File: config.mk
export PLATFORM = sky130hd
export DESIGN_NAME = m_dm_load_ctrl
export DESIGN_NICKNAME = d
export VERILOG_FILES = /design/src/rtl/m_dm_load_ctrl_pkg.sv /design/src/rtl/m_dm_load_ctrl_ext.sv /design/src/rtl/m_dm_load_ctrl.sv
export SDC_FILE = /design/constraint.sdc
export NUM_CORES = 1
export LEC_CHECK = 0
export CAP_MARGIN = 0
export CORE_UTILIZATION = 45
export DETAILED_ROUTE_END_ITERATION = 8
export PLACE_DENSITY = 0.8
export SYNTH_ARGS = -nofsm -noshare
export SYNTH_HDL_FRONTEND = slang
export SYNTH_SLANG_ARGS = --single-unit
File: constraint.sdc
create_clock -name clk -period 2.4 [get_ports clk]
set_input_delay 0.36 -clock clk [delete_from_list [all_inputs] [get_ports clk]]
set_output_delay 0.36 -clock clk [all_outputs]
set_load 0.01 [all_outputs]
File: src/rtl/m_dm_load_ctrl_pkg.sv
// Shared definitions for the M-stage load engine.
//   - load op codes (same numbering as the store op codes)
//   - load engine state encoding
//   - AdEL exception code
//   - address-error predicate for a load op/address pair
package m_dm_load_ctrl_pkg;

  typedef enum logic [2:0] {
    LD_W  = 3'd0,
    LD_H  = 3'd1,
    LD_HU = 3'd2,
    LD_B  = 3'd3,
    LD_BU = 3'd4
  } ld_op_e;

  typedef enum logic [1:0] {
    S_IDLE = 2'd0,
    S_WAIT = 2'd1,
    S_DONE = 2'd2
  } ld_state_e;

  localparam logic [4:0] EXC_ADEL = 5'd4;

  // Op codes above LD_BU are treated like a misaligned access (AdEL).
  function automatic logic ld_adel(input logic [2:0] op, input logic [1:0] a);
    ld_adel = ((op == LD_W) && (a != 2'b00)) ||
              (((op == LD_H) || (op == LD_HU)) && a[0]) ||
              (op > LD_BU);
  endfunction

endpackage

File: src/rtl/m_dm_load_ctrl_ext.sv
// m_load_ext: combinational load-data extraction.
// Selects the byte/half/word addressed by a[1:0] out of the bus word and
// sign- or zero-extends it according to op.
//   op    in  3   load op code (ld_op_e)
//   a     in  2   byte offset within the word
//   word  in  32  word read from the bus
//   data  out 32  extended load result (0 for illegal ops)
module m_load_ext
  import m_dm_load_ctrl_pkg::*;
(
  input  logic [2:0]  op,
  input  logic [1:0]  a,
  input  logic [31:0] word,
  output logic [31:0] data
);

  logic [15:0] half;
  logic [7:0]  byte_v;

  always_comb begin
    half   = a[1] ? word[31:16] : word[15:0];
    byte_v = word[7:0];
    case (a)
      2'd0:    byte_v = word[7:0];
      2'd1:    byte_v = word[15:8];
      2'd2:    byte_v = word[23:16];
      default: byte_v = word[31:24];
    endcase

    data = '0;
    case (op)
      LD_W:    data = word;
      LD_H:    data = {{16{half[15]}}, half};
      LD_HU:   data = {16'h0000, half};
      LD_B:    data = {{24{byte_v[7]}}, byte_v};
      LD_BU:   data = {24'h000000, byte_v};
      default: data = '0;
    endcase
  end

endmodule

File: src/rtl/m_dm_load_ctrl.sv
// m_dm_load_ctrl: M-stage load engine.
// Accepts a load from the M stage, runs one word-aligned req/ack read on the
// data bus, extracts/extends the result, and stalls the pipeline while busy.
// Flags AdEL (misaligned or illegal op) and bus timeout.
//   clk, rst_n          clock / async active-low reset
//   ld_valid, ld_op,    load request from M stage (held until ld_done)
//   ld_addr, flush      flush discards the current load
//   bus_req, bus_addr,  word-aligned read request
//   bus_ack, bus_rdata  read completion
//   ld_busy             combinational stall
//   ld_done, ld_data,   completion pulse, result (held), AdEL, bus error
//   ld_exc, ld_berr
//
// state  | meaning
// S_IDLE | waiting for a load; accepts when ld_valid & ~flush
// S_WAIT | bus_req high, waiting for bus_ack or timeout
// S_DONE | one-cycle ld_done pulse, result/flags valid
module m_dm_load_ctrl
  import m_dm_load_ctrl_pkg::*;
#(
  parameter int unsigned BUS_TO = 255
) (
  input  logic        clk,
  input  logic        rst_n,
  input  logic        ld_valid,
  input  logic [2:0]  ld_op,
  input  logic [31:0] ld_addr,
  input  logic        flush,
  output logic        bus_req,
  output logic [31:0] bus_addr,
  input  logic        bus_ack,
  input  logic [31:0] bus_rdata,
  output logic        ld_busy,
  output logic        ld_done,
  output logic [31:0] ld_data,
  output logic        ld_exc,
  output logic        ld_berr
);

  localparam int unsigned CNT_W = (BUS_TO > 2) ? $clog2(BUS_TO) : 1;
  localparam logic [CNT_W-1:0] CNT_TC = CNT_W'(BUS_TO - 1);

  ld_state_e        state_q, state_d;
  logic [CNT_W-1:0] cnt;
  logic [2:0]       op_q;
  logic [1:0]       a_q;
  logic             drop_q;
  logic             accept, bad, ack_xfer, tmo, drop_eff;
  logic [31:0]      ext_data;

  assign accept   = (state_q == S_IDLE) && ld_valid && !flush;
  assign bad      = ld_adel(ld_op, ld_addr[1:0]);
  assign ack_xfer = (state_q == S_WAIT) && bus_req && bus_ack;
  // ack on the terminal-count cycle wins over the timeout
  assign tmo      = (state_q == S_WAIT) && !ack_xfer && (cnt == CNT_TC);
  // a flush arriving on the finishing cycle itself still drops the result
  assign drop_eff = drop_q || flush;

  assign ld_busy  = accept || (state_q == S_WAIT);
  assign ld_done  = (state_q == S_DONE);

  m_load_ext u_ext (
    .op   (op_q),
    .a    (a_q),
    .word (bus_rdata),
    .data (ext_data)
  );

  always_ff @(posedge clk or negedge rst_n) begin
    if (!rst_n) state_q <= S_IDLE;
    else        state_q <= state_d;
  end

  always_comb begin
    state_d = state_q;
    case (state_q)
      S_IDLE: if (accept) state_d = bad ? S_DONE : S_WAIT;
      S_WAIT: if (ack_xfer || tmo) state_d = drop_eff ? S_IDLE : S_DONE;
      S_DONE: state_d = S_IDLE;
      default: state_d = S_IDLE;
    endcase
  end

  always_ff @(posedge clk or negedge rst_n) begin
    if (!rst_n) begin
      bus_req  <= 1'b0;
      bus_addr <= '0;
      ld_data  <= '0;
      ld_exc   <= 1'b0;
      ld_berr  <= 1'b0;
      cnt      <= '0;
      op_q     <= '0;
      a_q      <= '0;
      drop_q   <= 1'b0;
    end else begin
      if (accept) begin
        ld_exc  <= bad;
        ld_berr <= 1'b0;
        drop_q  <= 1'b0;
        if (bad) begin
          ld_data <= '0;
        end else begin
          bus_req  <= 1'b1;
          bus_addr <= {ld_addr[31:2], 2'b00};
          op_q     <= ld_op;
          a_q      <= ld_addr[1:0];
          cnt      <= '0;
        end
      end
      if (state_q == S_WAIT) begin
        if (flush) drop_q <= 1'b1;
        if (ack_xfer) begin
          bus_req <= 1'b0;
          if (!drop_eff) ld_data <= ext_data;
        end else if (tmo) begin
          bus_req <= 1'b0;
          if (!drop_eff) begin
            ld_berr <= 1'b1;
            ld_data <= '0;
          end
        end else begin
          cnt <= cnt + CNT_W'(1);
        end
      end
    end
  end

endmodule

==> out/qor.yml, run 1 <==
synthesis:
  ys_ff_latch: 81
  synth_edf_count: 0
  synth_compound_area_share_pct: 16.80
  postSynthAreaPerCell_um2: 10.51
  ys.warnings.count: 0
  synthAdderAreaFrac_pct: 0.6315
  synthTopCellsByArea: "dfrtp_1 (51%), mux2_2 (12%), a21oi_1 (6.7%)"
  async_flop_share_pct: 100.0
  synthCells: 377
  synth_area_um2: 3963
  yosysTopAreaCell: "dfrtp_1"
  synth.distinct_cells: 40
  synth_top_family_by_area: "compound AO/OA/AOI/OAI gates"
  synth-simple-area-share_pct: 11.65
  synth_xor_area_share_pct: 0.4421
  yosys_most_used_dff: "dfrtp_1"
  yosysSeqAreaShare_pct: 51.15
  synthMuxAreaShare_pct: 15.50
  netlist.area_leader.share_pct: 51.15
critical_path:
  cp.required_ns: 2.62
  end_kind: "flop"
  crit_type: "in2reg"
  cp_max_fo: 9
  arrival_ns: 2.39
  cp-start-kind: "input port"
clock_tree:
  clk_latency_ns: 0.35
  htreeDepth: 3
  cts_tree: "done"
  cts_buffer_depth: 2
  clock-root-buffer: "clkbuf_8"
  cts_buffers: 9
  path_clk_slew_ns: 0.08
  hold_buffers: 0
  clock-sinks: 81
timing:
  tightestPinTransition_ns: 0.7856
  fmax_mhz: 461.6
  timing.setup.tns_ns: 0
  fin_crit_ns: 2.166
  clock_skew_ns: 0.01068
  slew_viol_final: 0
  fin_ws_ns: 0.2338
  setup_viol: 0
  rsz0062_at_grt: "no"
  timing.final.crit_share_pct: 90.26
  hold_ws_ns: 0.04084
  max-slew-margin-rel_pct: 47.07
  hold_viol_final: 0
finish:
  layout-drive-gt1-share_pct: 15.13
  antenna_cells: 0
  most-common-layout-cells: "clkdlybuf4s50_1 (136), dfrtp_1 (81), a21oi_1 (53), mux2_2 (41), nor2_1 (36)"
  fin_util_pct: 68.46
  fin_area_um2: 5738
  fin_cells: 627
  layout_commonest_cell: "clkdlybuf4s50_1"
  nets: 591
  syn_to_final_growth_pct: 44.81
  fill_cells: 648
flow_run:
  maxCapViolCount: 0
place:
  dp_slack_ns: -0.1366
  place_inst: 611
  dpl_cell_area_um2: 5539
  dp_hpwl_mm: 7.941
  portBuffers: 138
  gp_congestion: 0.8559
die:
  start_util_pct: 47.28
  die_area_um2: 9185
  ios: 141
  die_width_um: 95.84
  rows: 33
  dieHeight_um: 95.84
  core-area_um2: 8382
detailed_routing:
  drt-initial-drc-count: 140
  final_antenna_net_count: 0
  wl_met1_mm: 4.359
  via_per_inst: 5.675
  routedWlPerCell_um: 17.49
  highest_layer: "met4"
  route.met2.wl_mm: 5.476
  first_pass_iters: 5
  drc_errors: 0
  routed-wl-met3_um: 949
  drt-total-wl_mm: 10.96
  vias: 3558
pwr:
  power.density_nw_per_um2: 1114
  p_leak_nw: 2.364
  vdd_drop_max_uv: 661.3
  p_total_mw: 6.394
run_status:
  status: "completed"
grt:
  grt_overflow: 0
  grt_max_degree: 51
  antenna_found_initial: 0
  gr-usage-all-layers_pct: 24.60
  grt_pass1_vias: 3578
  grt_pass1_wl_mm: 17.03
min_path:
  min_path_type: "in2async"
-- cell usage after synthesis, types with 2 or more instances --
cell      number
a211o_1        2
a211oi_1      23
a21o_1         2
a21oi_1       53
a221o_1        7
and3_1         2
buf_2          7
buf_4          7
clkbuf_1      11
dfrtp_1       81
ha_1           2
inv_1          5
mux2_1         2
mux2_2        41
mux2i_1       13
nand2_1       23
nand2b_1       4
nand3_1        6
nand4_1        2
nor2_1        37
nor2b_1        2
nor3_1        10
nor3b_1        3
o21a_1         2
o21ai_0       13
or3_1          3
-- logic make-up (layout without fill, tap and decap cells) --
kind of cell | after synthesis | in the layout
AOI/OAI and AO/OA | 108 | 108
xor gates and xnor gates | 2 | 2
adders and majority gates | 2 | 2
buffers and inverters | 30 | 174
DFF | 81 | 81
muxes | 56 | 56
other | 1 | 2
and+or+nand+nor | 97 | 97
-- final timing paths --
check | slack (ns) | end | depth (start not counted) | from
max | 0.23 | bus_addr[24] | 6 | flush
min | 0.04 | ld_data[16] | 1 | rst_n
max reg2reg | 0.25 | bus_addr[24] | 5 | state_q[1]
min reg2reg | 0.50 | ld_berr | 1 | ld_berr
max in group asynchronous | 1.74 | bus_addr[13] | 2 | rst_n
min in group clk | 0.50 | ld_berr | 1 | ld_berr
-- sequential cells by signal (all words and copies together), names as in the netlist --
register	cells
ld_data	32
op_q	3
bus_req	1
bus_addr	30
state_q	2
ld_exc	1
ld_berr	1
drop_q	1
a_q	2
cnt	8
-- layer usage --
layer,vias to the layer above,GRT usage (%)
met5,-,0
met4,0,10.07
met3,19,4.897
met2,197,42.26
met1,1699,30.24
li1,1643,-
-- timing repair --
item                                   4_1_cts  5_1_grt
resized for setup                            2        0
setup endpoints to repair                    1        0
endpoints found under the hold margin        0        0
buffers inserted                             0        0
-- where the power goes --
| part | internal, mW | switching, mW |
|---|---|---|
| Sequential | 1.92 | 0.424 |
| Combinational | 1.69 | 1.35 |
| Clock | 0.510 | 0.499 |
| Total | 4.12 | 2.27 |
-- critical path, cell delays in order --
cell and delay [ns]:
clkdlybuf4s50_1 0.44, or3b_1 0.40, or2_4 0.27, nor3_4 0.34
buf_4 0.24, mux2_2 0.35
-- layout make-up --
class                   instances  area (um2)  share of cell area [%]
clock buffers                  12       145.1                   2.529
clock inverters                 4       52.55                  0.9158
inverters                       5       18.77                  0.3271
multi-input cells             267        1810                   31.55
flip-flops and latches         81        2027                   35.32
well taps                     105       131.4                   2.290
repair buffers                153        1553                   27.06
(Power assumes the default switching activity.)
==> run 2: changes to the inputs <==
--- a/config.mk
+++ b/config.mk
@@ -8,6 +8,7 @@
 export CAP_MARGIN = 0
 export CORE_UTILIZATION = 45
 export DETAILED_ROUTE_END_ITERATION = 8
+export HOLD_SLACK_MARGIN = 0.02
 export PLACE_DENSITY = 0.8
 export SYNTH_ARGS = -nofsm -noshare
 export SYNTH_HDL_FRONTEND = slang
==> results of run 2 <==
Same layout as run 1: the final DEF is identical, and so are final timing and power.
==> run 3: changes to the inputs <==
--- a/config.mk
+++ b/config.mk
@@ -6,10 +6,10 @@
 export NUM_CORES = 1
 export LEC_CHECK = 0
 export CAP_MARGIN = 0
-export CORE_UTILIZATION = 45
+export CORE_UTILIZATION = 40
 export DETAILED_ROUTE_END_ITERATION = 8
 export HOLD_SLACK_MARGIN = 0.02
-export PLACE_DENSITY = 0.8
+export PLACE_DENSITY = 0.73
 export SYNTH_ARGS = -nofsm -noshare
 export SYNTH_HDL_FRONTEND = slang
 export SYNTH_SLANG_ARGS = --single-unit
==> run 3 against run 2 <==
Effect of this change: global-route usage is 3.1 points lower; critical endpoint is now bus_addr[23]; worst hold slack gained 0.45 ns; sequential share of layout area down 0.34 points; flip-flop and latch count did not move; clock skew down 0.0015 ns; cell area grew 0.98%; final cell count rose by 4.3%; first-iteration DRC count grew 1.4%.
==> out/qor.yml, run 3 (synthesis results as in run 1) <==
detailed_routing:
  drt-initial-drc-count: 142  # was 140
  drc_errors: 0  # unchanged
  drt-total-wl_mm: 10.54  # was 10.96 mm
  vias: 3473  # was 3,558
  routedWlPerCell_um: 16.12  # was 17.49 um
  via_per_inst: 5.310  # was 5.675
  final_antenna_net_count: 0  # unchanged
  first_pass_iters: 4  # was 5
timing:
  timing.final.crit_share_pct: 86.71  # was 90.26%
  setup_viol: 0  # unchanged
  slew_viol_final: 0  # unchanged
  fin_ws_ns: 0.3190  # was 0.2338 ns
  timing.setup.tns_ns: 0  # unchanged
  hold_viol_final: 0  # unchanged
  max-slew-margin-rel_pct: 47.59  # was 47.07%
  rsz0062_at_grt: "no"  # unchanged
  fmax_mhz: 480.5  # was 461.6 MHz
  fin_crit_ns: 2.081  # was 2.166 ns
  clock_skew_ns: 0.009130  # was 0.01068 ns
  tightestPinTransition_ns: 0.7780  # was 0.7856 ns
die:
  rows: 35  # was 33
  core-area_um2: 9415  # was 8382 um2
  die_width_um: 101.5  # was 95.84 um
  die_area_um2: 10310  # was 9185 um2
  ios: 141  # unchanged
  start_util_pct: 42.09  # was 47.28%
  dieHeight_um: 101.5  # was 95.84 um
clock_tree:
  clock-sinks: 81  # unchanged
  htreeDepth: 3  # unchanged
  clock-root-buffer: "clkbuf_8"  # unchanged
  clk_latency_ns: 0.34  # was 0.35 ns
  cts_buffers: 9  # unchanged
  cts_tree: "done"  # unchanged
  cts_buffer_depth: 2  # unchanged
  path_clk_slew_ns: 0.08  # about the same
critical_path:
  reg2reg_depth: 5  # unchanged
  path_cells: "clkdlybuf4s50_1 -> or3b_1 -> or2_4 -> nor3_4 -> buf_12 -> mux2_2"  # was clkdlybuf4s50_1 -> or3b_1 -> or2_4 -> nor3_4 -> buf_4 -> mux2_2
  cp-start-kind: "input port"  # unchanged
  crit_type: "in2reg"  # unchanged
  cp_max_fo: 31  # was 9
  crit_slowest_cell: "clkdlybuf4s50_1"  # unchanged
  arrival_ns: 2.31  # was 2.39 ns
  end_kind: "flop"  # unchanged
  cp.required_ns: 2.63  # was 2.62 ns
  r2r_slack_ns: 0.36  # was 0.25 ns
  cp_slowest_stage_delay_ns: 0.44  # about the same
finish:
  multiInputGateArea_um2: 1810  # unchanged
  layout_commonest_cell: "clkdlybuf4s50_1"  # unchanged
  regMostFlops: "ld_data"  # unchanged
  fin_util_pct: 61.54  # was 68.46%
  most-common-layout-cells: "clkdlybuf4s50_1 (136), dfrtp_1 (81), a21oi_1 (53), mux2_2 (41), nor2_1 (36)"  # unchanged
  largest_register_ffs: 32  # unchanged
  top_regs: "ld_data (32), bus_addr (30), cnt (8)"  # unchanged
  antenna_cells: 0  # unchanged
  ff_latch_area_um2: 2027  # unchanged
  fill_cells: 786  # was 648
  syn_to_final_growth_pct: 46.23  # was 44.81%
  nets: 594  # was 591
  layout-drive-gt1-share_pct: 15.62  # was 15.13%
flow_run:
  maxCapViolCount: 0  # unchanged
pwr:
  vdd_drop_max_uv: 688.0  # was 661.3 uV
  p_leak_nw: 2.393  # was 2.364 nW
  power.density_nw_per_um2: 1097  # was 1114 nW/um2
grt:
  antenna_found_initial: 0  # unchanged
  gr-usage-all-layers_pct: 21.51  # was 24.60%
  grt_pass1_wl_mm: 17.07  # was 17.03 mm
  grt_overflow: 0  # unchanged
  grt_max_degree: 49  # was 51
  grt_pass1_vias: 3420  # was 3,578
min_path:
  min_path_type: "reg2reg"  # was in2async
  hold_depth: 1
place:
  gp_congestion: 0.8120  # was 0.8559
  dp_hpwl_mm: 7.697  # was 7.941 mm
  portBuffers: 138  # unchanged
  dp_slack_ns: -0.06555  # was -0.1366 ns
run_status:
  status: "completed"  # unchanged
## run 3: metrics by stage
stage / instances / instance area (um2) / hold WS (ns) / power [mW]
after floorplan: 378 / 3966 / 0.06441 / 3.860
after global routing: 654 / 5794 / 0.5181 / 6.808
after global placement: 636 / 5577 / 0.3342 / 5.307
after CTS: 654 / 5792 / 0.4998 / 6.427
final: 654 / 5794 / 0.4932 / 6.358
after detailed placement: 636 / 5577 / 0.3439 / 5.394
## run 3: per-layer routing
layer / routed length, um / global-route usage (%) / up-vias
li1: - / - / 1651
met1: 4342 / 26.41 / 1674
met2: 5176 / 36.43 / 142
met3: 926 / 7.729 / 6
met4: 95 / 4.459 / 0
met5: 0 / 0 / -
## run 3: power by group
part / internal, mW / switching (mW)
Combinational: 1.71 / 1.33
Clock: 0.485 / 0.512
Sequential: 1.92 / 0.406
## run 3: path summary, 6_finish.rpt
path	to	start
min in group asynchronous	ld_data[31]	rst_n
worst max register to register	bus_addr[23]	state_q[1]
worst min register to register	ld_berr	ld_berr
max in group asynchronous	ld_data[6]	rst_n
worst max-delay path	bus_addr[23]	ld_valid
worst min-delay path	ld_berr	ld_berr
## run 3: what timing repair did
item                                   CTS  global route
gates resized for setup                  1             1
endpoints found under the hold margin   33             0
hold buffers                             1             0
setup buffers                            1             0
setup endpoints to repair                1             1
pin swaps                                0             0
## run 3: final cells by class
type | instances | area share (%)
clock buffer | 10 | 2.203
inverter | 5 | 0.3239
timing repair buffer | 156 | 27.29
multi-input combinational | 267 | 31.25
clock inverter | 6 | 1.166
sequential | 81 | 34.98
tap | 129 | 2.786
## run 3: critical path, delay by kind of cell
kind	cells	cell delay (ns)
and+or+nand+nor	3	0.89
buffers and inverters	2	0.67
muxes	1	0.36
==> variant 1: new RTL, config.mk and constraints of run 1 <==
Re-encode `ld_state_e` (3 states) as one-hot, 3 bits wide.
--- a/src/rtl/m_dm_load_ctrl_pkg.sv
+++ b/src/rtl/m_dm_load_ctrl_pkg.sv
@@ -13,10 +13,10 @@
     LD_BU = 3'd4
   } ld_op_e;
 
-  typedef enum logic [1:0] {
-    S_IDLE = 2'd0,
-    S_WAIT = 2'd1,
-    S_DONE = 2'd2
+  typedef enum logic [2:0] {
+    S_IDLE = 3'b001,
+    S_WAIT = 3'b010,
+    S_DONE = 3'b100
   } ld_state_e;
 
   localparam logic [4:0] EXC_ADEL = 5'd4;
Formal check against the unedited RTL: same outputs for any inputs over 4 cycles, from zero or initial values and one cycle with rst_n low; so few cycles prove little.
==> variant 1 against run 1 <==
The run now ends with design-rule violations left. Utilization down 1.9 points. Setup slack better by 61 ps. Total power fell by 30%. Global-route usage decreased by 2.1 points. Design area rose by 2.2%. Routed wire length fell by 5.3%. Area after synthesis increased by 3.9%. Sequential cell count increased by 1. Count of clock-buffer cells in the layout down 2. Clock skew shrank 3.8 ps. Via count down 5.8%. Combinational power down 45%. Critical path depth down 2. Largest cell class unchanged.
==> variant 1: results (changes against run 1) <==
- Multi-In Gates: 233 (was 267)
- Seq/Total Area, Yosys: 49.9% (was 51.2%)
- Mux cell area share after synthesis: 20.8% (was 15.5%)
- Final Cell Area: 5860 um^2 (was 5740 um^2)
- Yosys reg bits: 82 (was 81)
- Total track usage: 22.5% (was 24.6%)
- Largest net degree at the start of global routing: 45 (was 51)
- Synth area leaders: dfrtp_1 49%, mux2_4 11%, a21oi_1 4.5%, mux4_2 4.4%, mux2_2 3.3% (was dfrtp_1 51%, mux2_2 12%, a21oi_1 6.7%, a211oi_1 4.4%, nor2_1 3.5%)
- Layout fillers: 650 (was 648)
- Number of DRC markers after the initial detailed-route iteration: 192 (was 140)
- First-pass iteration count of the detailed router: 7 (was 5)
- Post_cts resized: 0 (was 2)
- GR Util met3: 3.38% (was 4.90%)
- Post-route DRC: 16 (was 0)
- NonClk Buf Share: 26.9% (was 27.1%)
- Slew headroom: 57.7% (was 47.1%)
- Global-route wire length before repair: 17,000 um (about the same)
- Leakage power: 2.61 nW (was 2.36 nW)
- Nets@finish: 568 (was 591)
- XOR/XNOR share of the synthesized area: 0.425% (was 0.442%)
- Nonclk buf count: 156 (was 153)
- Status: finished, violations left (was complete, no violations)
- Met1 WL: 4480 um (was 4360 um)
- Post-detailed-route via-to-cell ratio: 5.54 (was 5.67)
- ClkCell Share: 3.27% (was 3.45%)
- Failing checks: design-rule violations
-- variant 1: cell types whose count changed in the layout (fill, tap and decap cells not counted), sizes merged, moves of 4 or more --
cell    delta
a211oi     -6
a21oi     -16
a221o      -7
a22o       +5
inv        +7
mux2i      -4
mux4       +8
nand2      +6
nand3      +4
nor2      -29
o22ai      +8
-- variant 1: worst paths after layout --
check | from | to | slack (ps) | cells past startpoint
max | state_q[0] | bus_addr[7] | 290 | 4
min | rst_n | bus_addr[23] | 10 | 1
max reg2reg | state_q[0] | bus_addr[7] | 290 | 4
min reg2reg | bus_addr[5] | bus_addr[5] | 510 | 1
max in group asynchronous | rst_n | ld_data[20] | 1770 | 2
min in group clk | bus_addr[5] | bus_addr[5] | 510 | 1
-- variant 1: per-stage QoR --
step                TNS (ps)  utilization, %  hold slack, ps  cells
finish                     0            66.6            12.2    605
global route               0            66.6            42.1    605
CTS                        0            66.5            23.2    605
detailed placement      -930            64.3             395    590
global placement        -299            64.3             386    590
floorplan                  0               -            64.4    349
==> variant 2: new RTL, settings of run 1 <==
Without the edit above. `BUS_TO`: 255 -> 510.
--- a/src/rtl/m_dm_load_ctrl.sv
+++ b/src/rtl/m_dm_load_ctrl.sv
@@ -18,7 +18,7 @@
 module m_dm_load_ctrl
   import m_dm_load_ctrl_pkg::*;
 #(
-  parameter int unsigned BUS_TO = 255
+  parameter int unsigned BUS_TO = 510
 ) (
   input  logic        clk,
   input  logic        rst_n,
Formal check against the unedited RTL: no difference found for any inputs over 4 cycles, from zero or initial values and one cycle with rst_n low; that may be too few to reach the edited logic, so the function may still have changed.
==> variant 2 against run 1 <==
Routed wire length increased by 0.26%. Total power up 0.29%. Sequential cell count is 1 higher. Setup slack gained 42 ps. Global-route usage is 0.11 points higher. Combinational power down 2%. Non-clock buffer count is 2 higher. Maximum frequency rose by 2.0%. Area after synthesis up 0.73%. Design area increased by 0.68%. Critical path depth is 1 lower.
==> variant 2: results (changes against run 1) <==
- Status: complete, no violations (unchanged)
- DR vias: 3,540 (was 3,558)
- Post-DP HPWL: 8070 um (was 7940 um)
- Hold crit path type: flop to flop (was input pin to asynchronous set/reset pin)
- Regs by FF count: ld_data x32, bus_addr x30, cnt x9 (was ld_data x32, bus_addr x30, cnt x8)
- Synth-to-layout area growth: 44.7% (was 44.8%)
- Share of cells above drive strength 1: 15.5% (was 15.1%)
- Worst Path Arrival: 1760 ps (was 2390 ps)
- Largest net degree at the start of global routing: 42 (was 51)
- Pint: 4.19 mW (was 4.12 mW)
- Hold_buf cts: 1 (was 0)
- Worst Tran Pin Value: 579 ps (was 786 ps)
- Top cells by count, synth: 82 x dfrtp_1, 42 x mux2_2, 36 x a21oi_1 (was 81 x dfrtp_1, 53 x a21oi_1, 41 x mux2_2)
- Combinational Power Share: 46.3% (was 47.5%)
- Number of DRC markers after the initial detailed-route iteration: 184 (was 140)
- Clock share of power: 16.6% (was 15.8%)
- First-pass iteration count of the detailed router: 4 (was 5)
- Routed length per instance: 17.7 um (was 17.5 um)
- Worst Path Max Fanout: 3 (was 9)
- Mapped Avg Cell Area: 10.8 um^2 (was 10.5 um^2)
- Global-route wire length before repair: 17,200 um (was 17,000 um)
- Layout fillers: 646 (was 648)
- WL met3: 735 um (was 949 um)
- Met2 WL: 5500 um (was 5480 um)
- Met1 WL: 4480 um (was 4360 um)
- Dpl cells: 603 (was 611)
- GR Util met3: 3.95% (was 4.90%)
- Hold Slack: 494 ps (was 40.8 ps)
- Peak VDD IR: 605 uV (was 661 uV)
- Total track usage: 24.7% (was 24.6%)
- Nets@finish: 585 (was 591)
- Cell variety after synth: 43 (was 40)
- Post_cts resized: 1 (was 2)
- Clk_skew: 9.98 ps (was 10.7 ps)
- GP Congestion: 0.881 (was 0.856)
- Final Cycle Share: 88.5% (was 90.3%)
- Place WS: -27.9 ps (was -137 ps)
- Post-detailed-route via-to-cell ratio: 5.71 (was 5.67)
- R2r endpoint: bus_addr[4] (was bus_addr[24])
variant 2: cell count changes in the layout (fill, tap and decap cells not counted), moves of 3 or more:
cell      delta
nand3_1      -4
nand2b_1     +4
a221o_1      -7
a211oi_1     +9
nor2_1       -9
a21oi_1     -17
o21ai_0      -4
nand4_1      +3
nor3_1       -6
o211ai_1     +7
a221oi_1     +8
nand2_1      +8
variant 2: cells by family after synthesis:
kind of cell	Yosys count	share of synthesized area (%)
flops	82	51.4
fa+ha+maj	2	0.627
mux	58	15.9
buf+inv	28	3.67
compound gates	100	16.1
xor+xnor	4	0.878
other cells	1	0.0940
simple gates	94	11.3
variant 2: area by class of cell:
cell class	count	share of cell area, %
flip-flops and latches	82	35.5
clock buffers	10	2.21
inverters	3	0.195
clock inverters	5	1.39
multi-input cells	260	31.4
repair buffers	155	27.0
well taps	105	2.27
variant 2: worst max-delay path, cell delays in order:
cell and delay, ps:
clkdlybuf4s50_1 440, or3b_1 350, or2_1 270, nand2_1 80, dlygate4sd2_1 260
